### config.mk
export PLATFORM = sky130hd
export DESIGN_NAME = stopwatch_counter
export DESIGN_NICKNAME = d
export VERILOG_FILES = /design/src/rtl/stopwatch_counter_pkg.sv /design/src/rtl/bcd_mod60.sv /design/src/rtl/stopwatch_counter.sv
export SDC_FILE = /design/constraint.sdc
export NUM_CORES = 1
export LEC_CHECK = 0
export CAP_MARGIN = 20
export CORE_MARGIN = 2
export CORE_UTILIZATION = 32
export CTS_CLUSTER_DIAMETER = 30
export DETAILED_ROUTE_END_ITERATION = 6
export GPL_ROUTABILITY_DRIVEN = 0
export GPL_TIMING_DRIVEN = 0
export PLACE_DENSITY_LB_ADDON = 0.15
export SETUP_SLACK_MARGIN = 0.1
export SYNTH_ARGS = -nofsm -noshare
export SYNTH_HDL_FRONTEND = slang
export SYNTH_SLANG_ARGS = --single-unit
### constraint.sdc
create_clock -name clk -period 2 [get_ports clk]
set_input_delay 0.2 -clock clk [delete_from_list [all_inputs] [get_ports clk]]
set_output_delay 0.2 -clock clk [all_outputs]
set_load 0.005 [all_outputs]
### src/rtl/stopwatch_counter_pkg.sv
// Shared constants and types for the MM:SS stopwatch counter.
package stopwatch_counter_pkg;
  typedef logic [3:0] bcd_t;

  localparam bcd_t TENS_MAX = 4'd5;
  localparam bcd_t ONES_MAX = 4'd9;

  typedef enum logic {
    ST_RUN    = 1'b0,
    ST_PAUSED = 1'b1
  } sw_state_e;
endpackage

### src/rtl/bcd_mod60.sv
// Two-digit BCD counter, 00..59, advanced by one on each inc.
module bcd_mod60
  import stopwatch_counter_pkg::*;
(
  input  logic clk,
  input  logic rst,
  input  logic inc,
  output bcd_t tens,
  output bcd_t ones,
  output logic carry
);
  logic ones_top, tens_top;

  // Treat any out-of-range digit as "at top" so the next increment returns it to 0.
  assign ones_top = (ones >= ONES_MAX);
  assign tens_top = (tens >= TENS_MAX);
  assign carry    = inc & ones_top & tens_top;

  always_ff @(posedge clk or posedge rst) begin
    if (rst) begin
      tens <= '0;
      ones <= '0;
    end else if (inc) begin
      if (ones_top) begin
        ones <= '0;
        tens <= tens_top ? '0 : tens + 4'd1;
      end else begin
        ones <= ones + 4'd1;
        if (tens > TENS_MAX) tens <= '0;
      end
    end
  end
endmodule

### src/rtl/stopwatch_counter.sv
// Stopwatch MM:SS counter: run/pause FSM, run vs adjust tick gating, seconds-to-minutes carry.
module stopwatch_counter
  import stopwatch_counter_pkg::*;
(
  input  logic clk,
  input  logic rst,
  input  logic tick_1hz,
  input  logic tick_2hz,
  input  logic pause_p,
  input  logic adj,
  input  logic sel,
  output bcd_t min_tens,
  output bcd_t min_ones,
  output bcd_t sec_tens,
  output bcd_t sec_ones,
  output logic running,
  output logic wrap_p
);
  sw_state_e state, state_nx;
  logic run_tick, adj_tick;
  logic sec_inc, min_inc, sec_carry, min_carry;

  always_ff @(posedge clk or posedge rst) begin
    if (rst) state <= ST_RUN;
    else     state <= state_nx;
  end

  always_comb begin
    state_nx = state;
    if (pause_p) state_nx = (state == ST_RUN) ? ST_PAUSED : ST_RUN;
  end

  // Gating uses the current state, so a tick coincident with pause follows the old state.
  always_comb begin
    run_tick = ~adj & tick_1hz & (state == ST_RUN);
    adj_tick = adj & tick_2hz;
    sec_inc  = run_tick | (adj_tick & sel);
    min_inc  = (run_tick & sec_carry) | (adj_tick & ~sel);
  end

  always_ff @(posedge clk or posedge rst) begin
    if (rst) begin
      running <= 1'b1;
      wrap_p  <= 1'b0;
    end else begin
      running <= (state_nx == ST_RUN);
      wrap_p  <= run_tick & min_carry;
    end
  end

  bcd_mod60 u_sec (
    .clk  (clk),
    .rst  (rst),
    .inc  (sec_inc),
    .tens (sec_tens),
    .ones (sec_ones),
    .carry(sec_carry)
  );

  bcd_mod60 u_min (
    .clk  (clk),
    .rst  (rst),
    .inc  (min_inc),
    .tens (min_tens),
    .ones (min_ones),
    .carry(min_carry)
  );
endmodule

# Yosys cells after proc, flatten, opt, wreduce, memory -nomap -nowiden
# Cells that the tools add are included.
[op_classes]
add_sub_neg = 4
mul = 0
div = 0
magnitude_cmp = 6
eq_ne = 0
n_shift = 0
n_mux = 10
n_bitwise = 17
reduce_logical = 4
[ops]
columns = ["op", "count"]
rows = [
  ["2-to-1 mux 4 bit", 8],
  ["adder 4 x 1 -> 4 bit (second input constant)", 4],
  ["AND 1 bit", 11],
  ["greater-or-equal comparator 4 x 3 -> 1 bit (second input constant)", 2],
  ["greater-or-equal comparator 4 bit (second input constant)", 2],
  ["> comparator 4 x 3 -> 1 bit (second input constant)", 2],
  ["inverter 1 bit", 4],
  ["AND reduction 2 bit", 2],
  ["nonzero test 2 bit", 2],
  ["2-to-1 mux 1 bit", 2],
  ["bitwise OR 1 bit", 2],
]
[totals]
register_bits = 19
latchBits = 0
ram_bits = 0
romBits = 0
input_bits = 7
out_inout_bits = 18
word_cells = 48
memories = 0

# Longest topological paths before layout
# Gate-level depths: netlist (run 1).
[depth]
depth_word = 11
ltp_mapped = 7
mapped_depth_nobuf = 7

# By module
# A second synthesis (run 1) with hierarchy kept.
[hier_totals]
hier_cells = 119
hier_area_um2 = 1228.7
[modules_own_cells]
columns = ["module", "instances", "cells_per_inst", "area_each_um2", "seq_area_each_um2"]
rows = [
  ["bcd_mod60", 2, 53, 538.0, 200.2],
  ["stopwatch_counter", 1, 13, 152.6, 76.3],
]

# Worst setup path after synthesis (run 1)
# No wires, ideal clock.
[synth_path]
path_type = "reg-to-reg"
startpoint = "register u_sec.ones[0]"
endpoint = "register u_min.tens[2]"
setup_ns = 0.126
t_arrival_ns = 1.735
required_ns = 1.874
path_slack_ns = 0.139
path_stages_with_launch = 8
n_path_buf = 0
period_less_slack_ns = 1.861
cell_sequence = "dfrtp_1 -> inv_1 -> ha_1 -> inv_1 -> o31ai_2 -> o32ai_4 -> and4b_1 -> a221o_1"
[synth_between]
elab_chain_len = 6
[synth_rtl]
columns = ["item", "line_no", "source"]
rows = [
  ["from (decl)", "bcd_mod60.sv:9", "output bcd_t ones,"],
  ["from (signal assigned)", "bcd_mod60.sv:28", "ones <= ones + 4'd1;"],
  ["greater-or-equal comparator 4 bit", "bcd_mod60.sv:15", "assign ones_top = (ones >= ONES_MAX);"],
  ["AND 1 bit (2 in series)", "bcd_mod60.sv:17", "assign carry = inc & ones_top & tens_top;"],
  ["AND 1 bit", "stopwatch_counter.sv:38", "min_inc = (run_tick & sec_carry) | (adj_tick & ~sel);"],
  ["bitwise OR 1 bit", "stopwatch_counter.sv:38", ""],
  ["AND reduction 2 bit (no line)", "n/a", ""],
  ["to (signal assigned)", "bcd_mod60.sv:26", "tens <= tens_top ? '0 : tens + 4'd1;"],
  ["to (decl)", "bcd_mod60.sv:8", "output bcd_t tens,"],
]
# No other way between the ends.
# A chain may end at the register's enable or synchronous reset.

# Worst setup path after layout (run 1)
[layout_path]
startpoint = "register u_sec.ones[1]"
endpoint = "register u_min.tens[2]"
# Same word-level chain as after synthesis.

==> impl_metrics.tcl, run 1 <==
set metrics [dict create \
    synthCells 110 \
    die_w_um 62.4 \
    cp-end-kind "register" \
    slowest_stage "dfrtp_1" \
    final.setup.tns_ps 0 \
    critPathMaxStageDelay_ps 400 \
    hold_viol_final 0 \
    antenna_found_initial 0 \
    ctsHoldBuffers 0 \
    power_w 0.00186 \
    slew_violations 0 \
    dr.pass1.iters 6 \
    synth_area_sq_um 1090 \
    yosys.area.top_type "dfrtp_1" \
    status "complete, no violations" \
    synth_area_leaders "dfrtp_1 41%, ha_1 14%, o21ai_0 5.5%" \
    finalClockSkew_ps 1.62 \
    yosys-top-cells-count "18 x dfrtp_1, 13 x inv_1, 12 x ha_1, 12 x o21ai_0, 10 x nand2_1" \
    rsz0062_at_grt "no" \
    leakage_nw 0.674 \
    cts_max_level 1 \
    path_max_fanout 6 \
    viasPerCell 4.63 \
    p_sw_frac 0.394 \
    antenna_cells 0 \
    drc 0 \
    p_seq_frac 0.375 \
    final_antenna_net_count 0 \
    synthFlopType "dfrtp_1" \
    maxSlewHeadroom 0.506 \
    final_util 0.465 \
    crit_top_cell "inv_2" \
    vias 894 \
    path_class "register to register" \
    power.switching_w 0.000732 \
    pin_count 25 \
    synth_edf_count 0 \
    combPwrFrac 0.516 \
    cts_tree "built" \
    synth_top_area_frac 0.413 \
    avgSynthCellArea_sq_um 9.91 \
    die-area_sq_um 3890 \
    hp-class "primary input to async pin" \
    fp.dieH_um 62.4 \
    grtUsageTotal 0.125 \
    ys_warn_count 0 \
    crit_arrival_ps 2010 \
    clk_transition_reported_paths_ps 120 \
    multi_input_area_sq_um 621 \
    grt_max_degree 20 \
    drive_above_1_share 0.177 \
    finalCritPeriodShare 0.907 \
    max_freq_mhz 552 \
    max-vdd-ir-drop_uv 490 \
    maxCapViolCount 0 \
    synth-async-reset-ratio 1.00 \
    yosys.cell_count.top_type "dfrtp_1" \
    timing.hold.ws_ps 317 \
    period_minus_slack_ps 1810 \
    grt_pass1_wl_um 3860 \
    setup_viol 0 \
    ys_types 29 \
    num_rows 21 \
    tightest_slew_ps 740 \
    p_int_w 0.00113 \
    wl_per_cell_um 12.1 \
    ys_seq_elements 19 \
    p_clk_frac 0.109 \
    portBuffers 24 \
    fillers 340 \
    cellPowerDensity_nw_per_um2 1210 \
    clock-sinks 19 \
    path_cells "inv_2, ha_1, inv_2, o31ai_4, buf_4, o32ai_4, nand2_2, a221o_1" \
    worst-path-buf-inv 3 \
    grt_pass1_vias 830 \
    overflow 0 \
    syn-num-nets 129 \
    cts_root_buf "clkbuf_4" \
    required_ps 2200 \
    cts.path.max_buffers 2 \
    numCtsBuffers 3 \
    area_growth_pct 41.2 \
    clk_latency_ps 290 \
    cp_top_family "compound AO/OA/AOI/OAI gates" \
    cp-start-kind "register" \
    nets 167 \
    dp_hpwl_um 1660 \
    initial_core_util 0.329 \
    seq_area_frac_synth 0.437 \
    seq_area_sq_um 478 \
    drtIter0Drc 14 \
    wirelength_um 2340 \
    core_region_area_sq_um 3310 \
]
[path summary, 6_finish.rpt]
path                                      startpoint                         to  slack (ps)  cells past startpoint
max                        u_sec.ones[1]$_DFFE_PP0P_  u_min.tens[2]$_DFFE_PP0P_         190                      8
min                                              rst  u_sec.tens[3]$_DFFE_PP0P_         320                      2
max reg2reg                u_sec.ones[1]$_DFFE_PP0P_  u_min.tens[2]$_DFFE_PP0P_         190                      8
min reg2reg                          state$_DFF_PP0_            state$_DFF_PP0_         500                      1
max in group asynchronous                        rst  u_sec.tens[0]$_DFFE_PP0P_        1180                      2
min in group clk                             pause_p            state$_DFF_PP0_         480                      2
[power groups by stage]
stage          clock (W)  sequential [W]  combinational (W)
2_1_floorplan          0        0.000686           0.000431
6_report        0.000203        0.000698           0.000960
3_3_place_gp           0        0.000698           0.000773
5_1_grt         0.000230        0.000723            0.00108
4_1_cts         0.000209        0.000712           0.000833
3_5_place_dp           0        0.000706           0.000793
[registers in the layout (all words and copies together), names as in the netlist]
name,cells
state,1
wrap_p,1
u_sec.ones,4
running,1
u_min.ones,4
u_min.tens,4
u_sec.tens,4
[placed cells by master (no fill, tap or decap), types with 2 or more instances in the layout]
cell / synthesis / final
buf_4: 0 / 9
clkdlybuf4s50_1: 0 / 24
nand2_1: 10 / 10
nor2_1: 5 / 5
inv_2: 0 / 2
ha_1: 12 / 11
inv_1: 13 / 11
a41oi_1: 2 / 2
nand3_1: 7 / 7
dfrtp_1: 18 / 17
a21oi_1: 7 / 6
o21ai_0: 12 / 12
clkbuf_4: 0 / 3
nand2b_1: 3 / 3
o31ai_4: 0 / 2
[through the flow]
| stage | setup slack, ps | std cells | area, sq um |
|---|---|---|---|
| after floorplan | 139 | 110 | 1090 |
| after global placement | -81.2 | 180 | 1390 |
| after detailed placement | -83.0 | 180 | 1390 |
| after CTS | 108 | 186 | 1450 |
| after global routing | 88.9 | 193 | 1540 |
| final | 187 | 193 | 1540 |
[metal layers]
layer  wire [um]  GRT usage  up-vias
li1            -          -      456
met1        1160      0.165      423
met2        1090      0.197       15
met3          90     0.0236        0
met4           0     0.0583        0
met5           0          0        -
[final cells by class]
type / count / share of cell area
sequential: 19 / 0.311
inverter: 13 / 0.0317
multi-input combinational: 78 / 0.403
timing repair buffer: 33 / 0.200
clock buffer: 4 / 0.0171
tap: 46 / 0.0374
[timing repair]
action	in CTS	in global routing
pin swaps	1	4
resized for setup	4	8
buffers inserted	2	7
gates cloned	0	0
endpoints found under the setup margin	8	7
[kinds of logic (layout without fill, tap and decap cells)]
kind of cell    count (synthesis)  count (layout)  share of synthesized area
fa+ha+maj                      12              12                      0.138
mux                             1               1                    0.00919
simple gates                   34              34                      0.163
xor+xnor                        1               1                    0.00804
compound gates                 30              30                      0.200
flops                          19              19                      0.437
buf+inv                        13              50                     0.0448
No activity file was read; power rests on OpenSTA's default activity.
==> run 2: changes to the inputs <==
--- a/config.mk
+++ b/config.mk
@@ -6,7 +6,7 @@
 export NUM_CORES = 1
 export LEC_CHECK = 0
 export CAP_MARGIN = 20
-export CORE_MARGIN = 2
+export CORE_MARGIN = 3
 export CORE_UTILIZATION = 32
 export CTS_CLUSTER_DIAMETER = 30
 export DETAILED_ROUTE_END_ITERATION = 6
==> run 2 against run 1 <==
- fmax barely moved
- total power fell by 5.1%
- critical path depth fell by 2
- clock-buffer cell count did not move
- global-route usage fell by 0.36 points
- wire length fell by 2.7%
- utilization rose by 0.50 points
- flip-flop and latch count did not move
- cell area fell by 3.7%
- die area rose by 6.5%
- critical endpoint unchanged
- largest power group unchanged
==> impl_metrics.tcl, run 2 (synthesis results as in run 1) <==
set metrics [dict create \
    status "complete, no violations" \
    nets 163 \
    finalClockSkew_ps 4.86 \
    hp-class "primary input to async pin" \
    die_w_um 64.4 \
    rsz0062_at_grt "yes" \
    cts.path.max_buffers 2 \
    wl_per_cell_um 12.2 \
    cp-start-kind "register" \
    cts_root_buf "clkbuf_4" \
    final.setup.tns_ps 0 \
    fp.dieH_um 64.4 \
    drive_above_1_share 0.140 \
    fillers 322 \
    timing.hold.ws_ps 312 \
    grtUsageTotal 0.121 \
    ctsHoldBuffers 0 \
    numCtsBuffers 3 \
    max_freq_mhz 551 \
    grt_pass1_vias 869 \
    dr.pass1.iters 4 \
    vias 903 \
    overflow 0 \
    grt_pass1_wl_um 3930 \
    clk_transition_reported_paths_ps 110 \
    grt_max_degree 20 \
    final_common_cell "clkdlybuf4s50_1" \
    finalCritPeriodShare 0.907 \
    clock-sinks 19 \
    clk_latency_ps 300 \
    wirelength_um 2280 \
    die-area_sq_um 4140 \
    cts_tree "built" \
    dp_hpwl_um 1660 \
    max-vdd-ir-drop_uv 468 \
    crit_arrival_ps 2010 \
    antenna_cells 0 \
    pin_count 25 \
    path_max_fanout 5 \
    final_antenna_net_count 0 \
    setup_viol 0 \
    maxCapViolCount 0 \
    leakage_nw 0.650 \
    initial_core_util 0.346 \
    hold_viol_final 0 \
    core_region_area_sq_um 3150 \
    maxSlewHeadroom 0.519 \
    final_cell_mix "24 x clkdlybuf4s50_1, 17 x dfrtp_1, 13 x inv_1" \
    slew_violations 0 \
    period_minus_slack_ps 1810 \
    portBuffers 24 \
    drc 0 \
    path_class "register to register" \
    required_ps 2190 \
    num_rows 20 \
    area_growth_pct 35.9 \
    cts_max_level 1 \
    tightest_slew_ps 720 \
    drtIter0Drc 39 \
    cellPowerDensity_nw_per_um2 1190 \
    antenna_found_initial 0 \
    cp-end-kind "register" \
    viasPerCell 4.83 \
]
==> run 2: cell types whose count changed in the layout (fill, tap and decap cells not counted), sizes merged <==
cell / delta
buf: -4
==> run 2: critical path, stage by stage, from the launching register on <==
cell and delay (ps):
dfrtp_1 410, inv_1 90, ha_1 220, o31ai_4 360
o32ai_4 160, and4b_1 210, a221o_1 250
==> run 2: timing repair <==
action | CTS | global route
buffers inserted | 1 | 4
setup endpoints to repair | 9 | 9
resized for setup | 3 | 4
pin swaps | 1 | 2
==> run 2: layer usage <==
metal / GRT usage / vias up / part of all wire
met1: 0.150 / 436 / 0.46
met2: 0.200 / 15 / 0.50
met3: 0.0264 / 2 / 0.041
met4: 0.0554 / 0 / 0.0083
li1: - / 450 / -
met5: 0 / - / 0
==> run 2: final cells by class <==
class	count	area, sq um	share of cell area
clock buffer	4	26.3	0.0177
inverter	13	48.8	0.0329
multi-input combinational	78	596	0.402
sequential	19	478	0.323
tap	44	55.1	0.0372
timing repair buffer	29	278	0.187
==> run 2: final timing paths <==
path,from,to,slack [ps],cells past startpoint
worst max-delay path,u_sec.ones[1]$_DFFE_PP0P_,u_min.tens[2]$_DFFE_PP0P_,190,6
worst min-delay path,rst,u_min.ones[1]$_DFFE_PP0P_,310,2
worst max register to register,u_sec.ones[1]$_DFFE_PP0P_,u_min.tens[2]$_DFFE_PP0P_,190,6
worst min register to register,state$_DFF_PP0_,state$_DFF_PP0_,500,1
max in group asynchronous,rst,u_sec.ones[0]$_DFFE_PP0P_,1190,2
min in group clk,pause_p,state$_DFF_PP0_,490,2
==> run 2: metrics by stage <==
stage	utilization	power (W)	area, sq um	setup WS, ps	cells
global route	0.470	0.00194	1480	94.7	187
detailed placement	0.439	0.00150	1390	-143	178
global placement	0.439	0.00148	1390	-111	178
CTS	0.456	0.00174	1440	96.9	183
floorplan	-	0.00112	1090	139	110
finish	0.470	0.00177	1480	186	187
==> run 2: power breakdown <==
part / total [W] / switching [W] / leakage, nW / internal, W
Clock: 0.000196 / 0.000118 / 0.0150 / 0.0000776
Combinational: 0.000867 / 0.000393 / 0.393 / 0.000474
Sequential: 0.000704 / 0.000175 / 0.242 / 0.000529
Total: 0.00177 / 0.000686 / 0.650 / 0.00108
